`src/rtl/demux1x8_frame.sv`:
```
// Frame demultiplexer: collects eight 4-bit beats of a time-multiplexed frame
// into a shadow buffer and publishes the whole frame on y0..y7 at once.
module demux1x8_frame (
    input  logic       clk,
    input  logic       rst,
    input  logic [3:0] din,
    input  logic       din_valid,
    input  logic       sof,
    output logic [3:0] y0,
    output logic [3:0] y1,
    output logic [3:0] y2,
    output logic [3:0] y3,
    output logic [3:0] y4,
    output logic [3:0] y5,
    output logic [3:0] y6,
    output logic [3:0] y7,
    output logic [2:0] slot,
    output logic       busy,
    output logic       frame_done,
    output logic       err
);

    typedef enum logic {
        IDLE = 1'b0,
        RECV = 1'b1
    } state_t;

    state_t          state_q, state_n;
    logic [2:0]      slot_q, slot_n;
    logic [7:0][3:0] shadow_q, shadow_n;
    logic [7:0][3:0] y_q, y_n;
    logic            frame_done_q, frame_done_n;
    logic            err_q, err_n;

    always_ff @(posedge clk) begin
        if (rst) begin
            state_q      <= IDLE;
            slot_q       <= 3'd0;
            shadow_q     <= '0;
            y_q          <= '0;
            frame_done_q <= 1'b0;
            err_q        <= 1'b0;
        end else begin
            state_q      <= state_n;
            slot_q       <= slot_n;
            shadow_q     <= shadow_n;
            y_q          <= y_n;
            frame_done_q <= frame_done_n;
            err_q        <= err_n;
        end
    end

    always_comb begin
        state_n      = state_q;
        slot_n       = slot_q;
        shadow_n     = shadow_q;
        y_n          = y_q;
        frame_done_n = 1'b0;
        err_n        = 1'b0;

        if (din_valid) begin
            unique case (state_q)
                IDLE: begin
                    if (sof) begin
                        shadow_n[0] = din;
                        slot_n      = 3'd1;
                        state_n     = RECV;
                    end else begin
                        err_n = 1'b1;
                    end
                end
                RECV: begin
                    if (sof) begin
                        // Restart: the stale partial frame is simply overwritten.
                        err_n       = 1'b1;
                        shadow_n[0] = din;
                        slot_n      = 3'd1;
                    end else if (slot_q == 3'd7) begin
                        // Last beat bypasses the shadow so y sees all 8 slots together.
                        shadow_n[7]  = din;
                        y_n          = {din, shadow_q[6:0]};
                        frame_done_n = 1'b1;
                        slot_n       = 3'd0;
                        state_n      = IDLE;
                    end else begin
                        shadow_n[slot_q] = din;
                        slot_n           = slot_q + 3'd1;
                    end
                end
                default: begin
                    state_n = IDLE;
                    slot_n  = 3'd0;
                end
            endcase
        end
    end

    assign y0         = y_q[0];
    assign y1         = y_q[1];
    assign y2         = y_q[2];
    assign y3         = y_q[3];
    assign y4         = y_q[4];
    assign y5         = y_q[5];
    assign y6         = y_q[6];
    assign y7         = y_q[7];
    assign slot       = slot_q;
    assign busy       = (state_q == RECV);
    assign frame_done = frame_done_q;
    assign err        = err_q;

endmodule
```
`config.mk`:
```
export PLATFORM = sky130hd
export DESIGN_NAME = demux1x8_frame
export DESIGN_NICKNAME = d
export VERILOG_FILES = /design/src/rtl/demux1x8_frame.sv
export SDC_FILE = /design/constraint.sdc
export NUM_CORES = 1
export LEC_CHECK = 0
export CORE_ASPECT_RATIO = 1.1
export CORE_MARGIN = 3
export CORE_UTILIZATION = 40
export DETAILED_ROUTE_END_ITERATION = 7
export SYNTH_ARGS = -nofsm -noshare
export SYNTH_HDL_FRONTEND = slang
export SYNTH_SLANG_ARGS = --single-unit
```
`constraint.sdc`:
```
create_clock -name clk -period 2.1 [get_ports clk]
set_clock_uncertainty 0.05 [all_clocks]
set_input_delay 0.315 -clock clk [delete_from_list [all_inputs] [get_ports clk]]
set_output_delay 0.315 -clock clk [all_outputs]
set_load 0.03 [all_outputs]
```
# Word-level counts from Yosys, hierarchy flattened
# Cells that the tools add are included.
[word_totals]
regBits = 70
word_cells = 57
[classes]
n_addsub = 1
n_lt_le_gt_ge = 2
n_eq_ne = 3
mux = 19
bitwise_logic = 4
n_reduce_logical = 8
[op_table]
columns = ["cell", "count"]
rows = [
  ["bitwise mux 32 bit", 1],
  ["two-way mux 4 bit", 5],
  ["demux 4 bit (select 3 bit)", 1],
  ["two-way mux 3 bit", 3],
  ["one-hot mux 4 bit (2 select lines)", 1],
  ["AND reduction 4 bit", 2],
  ["one-hot mux 3 bit (2 select lines)", 1],
  ["AND reduction 3 bit", 2],
  ["two-way mux 1 bit", 5],
  ["< comparator 3 x 4 -> 1 bit (second input constant)", 1],
  ["NOT 1 bit", 4],
  ["one-hot mux 1 bit (2 select lines)", 2],
  ["OR reduction 4 bit", 1],
  ["adder 3 x 1 -> 3 bit (second input constant)", 1],
  ["== test 3 bit (second input constant)", 1],
  [">= comparator 3 x 1 -> 1 bit (second input constant)", 1],
  ["!= test 3 bit (second input constant)", 1],
  ["!= test 2 bit (second input constant)", 1],
  ["AND reduction 2 bit", 1],
  ["OR reduction 2 bit", 1],
  ["logical AND 1 bit", 1],
]

# Depth between registers and ports, before layout
[depth]
depth_word = 8
mapped_depth = 7

# Worst setup path before layout
# No wires, ideal clock.
[synth_timing]
path_kind = "register -> register"
start = "register slot_q[1], in the netlist slot[1]"
end = "register shadow_q[10] in the netlist's numbering"
arrival_ps = 1663
setup_slack_ps = 261
path_stages_with_launch = 8
path_buffers = 2
cell_sequence = "dfxtp_1 > ha_1 > ha_1 > and4bb_1 > buf_6 > and4bb_1 > buf_6 > mux2i_1"
[synth_via]
elab_chain_len = 5
word_cells_on_any_way = 9
[synth_rtl]
columns = ["item", "line_no", "source"]
rows = [
  ["start, declared", "29", "logic [2:0] slot_q, slot_n;"],
  ["start signal, assigned", "45", "slot_q <= slot_n;"],
  ["< comparator 3 x 4 -> 1 bit (not written as such) / >= comparator 3 x 1 -> 1 bit (equally long branches)", "86", "shadow_n[slot_q] = din;"],
  ["logical AND 1 bit (not written as such)", "86", ""],
  ["two-way mux 4 bit (not written as such)", "86", ""],
  ["demux 4 bit (select 3 bit)", "86", ""],
  ["bitwise mux 32 bit", "86", ""],
  ["end signal, assigned", "46", "shadow_q <= shadow_n;"],
  ["end, declared", "30", "logic [7:0][3:0] shadow_q, shadow_n;"],
]
# Parallel ways exist; a longest one is shown, timed or not.
# A chain may end at the register's enable or synchronous reset.

# Worst setup path in the final report
[layout_timing]
start = "register state_q, in the netlist busy"
end = "output busy"
[layout_lines]
columns = ["item", "line_no", "source"]
rows = [
  ["start, declared", "28", "state_t state_q, state_n;"],
  ["start signal, assigned", "44", "state_q <= state_n;"],
  ["end, declared", "18", "output logic busy,"],
]
# No word-level cell between the ends.

==> metrics.md <==
| Metric | Value |
|---|---|
| Iter 0 DRT Violations | 65 |
| P_leak | 1.35 nW |
| Post-Route WL | 5510 um |
| Max-cap violations | 0 |
| Initial Utilization | 42.1% |
| CTS tree | yes |
| Sequential share of the synthesized area | 50.0% |
| Most frequent cells in the layout | nand2_1, dfxtp_1, clkdlybuf4s50_1, nand2b_1, a21oi_1 |
| Worst Max-Slew Pin Slew | 527 ps |
| DRC violations left | 0 |
| Synth Instances | 283 |
| Total number of vias | 1991 |
| Final setup violation count | 0 |
| Critical path class | flip-flop to primary output |
| Slowest CP cell | clkdlybuf4s50_1 |
| PwrDens | 725 nW/um^2 |
| Area Overhead vs Synth | 26.4% |
| Worst EP arrival | 1550 ps |
| Die width | 83.5 um |
| FP Rows | 30 |
| CP bufs+invs | 1 |
| Slew Limit Headroom | 64.6% |
| Slew Limit Fails | 0 |
| Final Hold Vio Count | 0 |
| Final Non-Filler Cells | 412 |
| Fillers | 598 |
| Remaining antenna violation count after routing | 0 |
| Die H | 91.2 um |
| CP Launch Type | flip-flop |
| Global-route wire length before repair | 9360 um |
| Worst reg2reg endpoint | shadow_q[8] |
| Max Fclk | 522 MHz |
| Resized cells post-CTS | 0 |
| Sequence of cells on the critical path | clkdlybuf4s50_1 |
| Clock Tree Buf Depth | 2 |
| CTS Sinks | 66 |
| Gpl congestion | 0.775 |
| Hold EP | busy |
| WHS | 283 ps |
| Final Util | 53.3% |
| Ports | 46 |
| Yosys warnings | 0 |
| Setup_tns | 0 ps |
| Ant diodes | 0 |
| Htree depth | 3 |
| Number of hold buffers added after cts | 0 |
| CTS clk-pin slew, worst paths | 70 ps |
| Yosys reg bits | 66 |
| Cell count after placement | 397 |
| Post-route cell area | 3340 um^2 |
| DRT Pass-1 Iters | 6 |
| Drt wl/cell | 13.4 um |
| Flop-to-flop setup slack | 210 ps |
| Max incr delay on CP | 730 ps |
| FF-to-FF Start | slot[0] |
| Largest net degree at the start of global routing | 44 |
| Layout cells sized above 1 | 8.73% |
| Critical Path RT | 1740 ps |
| Die area | 7610 um^2 |
| Mapped Area | 2640 um^2 |
| Min-Delay Path Depth | 2 |
| Postcts setup bufs | 0 |
| HP Class | input port to flip-flop |
| Core box area | 6270 um^2 |
| Final #Nets | 341 |
| Root Buffer | clkbuf_8 |
| Initial antenna violation count | 0 |
| I/O Buffers | 45 |
| Hold path startpoint | rst |
| Peak supply drop | 0.339 mV |
| Final cycle utilization of the critical path | 91.2% |
| Worst-Skew Late Latency | 330 ps |
| Number of global-route vias before repair | 1922 |
| Post-synth net total | 296 |
| Family with the most delay on the worst path | buffers and inverters |
| CP max FO | 9 |
| Netlist cell types | 27 |
| Endpoint class of the critical path | primary output |
| Syn_area_per_cell | 9.33 um^2 |
| Half-perimeter wire length after placement | 3720 um |
| RSZ-0062 raised after global routing | no |
| Global route overflow | 0 |
| Num CTS Buffers | 9 |
| Most common cell after layout, fill and taps aside | nand2_1 |
| GRT Total Usage | 15.4% |
| Dpl cell area | 3150 um^2 |
| Tmin final | 1920 ps |
| Worst reg-to-reg path cell count | 5 |
| Routed vias/inst | 4.83 |
| Outcome | finished clean |
[power by group]
part | switching (mW) | internal, mW | leakage [nW]
Sequential | 0.00653 | 1.26 | 0.533
Combinational | 0.0673 | 0.0504 | 0.720
Clock | 0.465 | 0.569 | 0.0941
[logic make-up after synthesis]
group           after synthesis  share of synthesized area, %
flops                        66                          50.0
simple gates                121                          23.9
buf+inv                      22                          4.36
mux                          28                          10.6
fa+ha+maj                     5                          2.37
compound gates               41                          8.67
[routing by layer]
layer,GRT usage [%],vias up,wire [um]
met4,6.84,0,106
met2,23.3,33,2470
met3,4.17,8,163
li1,-,1025,-
met5,0,-,0
met1,20.4,925,2770
[flip-flops by register name, indices dropped and copies added (netlist names)]
name	flops
shadow_q	28
y0	4
y1	4
y2	4
y3	4
y4	4
y5	4
y6	4
y7	4
slot	3
busy	1
err	1
frame_done	1
[layout make-up]
cell class              count  area (um^2)  share of cell area (%)
flip-flops and latches     66         1320                    39.6
clock buffers              10          138                    4.12
repair buffers             54          513                    15.4
multi-input cells         195         1200                    36.1
clock inverters             5         55.1                    1.65
inverters                   2         7.51                   0.225
well taps                  80          100                    3.00
[synth_stat cells (all sizes together)]
cell	n	share of area, %
nand2	67	9.5
dfxtp	66	50
nand2b	33	7.8
a21oi	32	6.1
mux2i	28	11
buf	13	3.1
clkbuf	7	1.0
ha	5	2.4
nor2	5	0.71
nand4b	4	2.0
o21bai	4	1.1
a22oi	3	0.85
and4bb	3	1.4
inv	2	0.28
nor3	2	0.38
nor3b	2	0.57
and4b	1	0.38
nand3	1	0.19
nor2b	1	0.24
nor4bb	1	0.38
o21a	1	0.28
o41ai	1	0.33
or2b	1	0.28
[worst max-delay path by stage]
stage               from           end  slack [ps]  depth (start not counted)
5_1_grt          slot[0]  shadow_q[10]         120                          5
3_3_place_gp   din_valid  shadow_q[11]         120                          4
4_1_cts          slot[1]       slot[1]         180                          2
3_5_place_dp   din_valid  shadow_q[11]          90                          4
2_1_floorplan    slot[1]  shadow_q[10]         260                          7
6_report            busy          busy         180                          1
[per-stage QoR]
step	power, mW	setup WS, ps
global route	2.53	123
detailed placement	1.41	85.8
global placement	1.41	115
finish	2.42	184
CTS	2.45	175
floorplan	1.37	261
No activity file was read; power rests on OpenSTA's default activity.
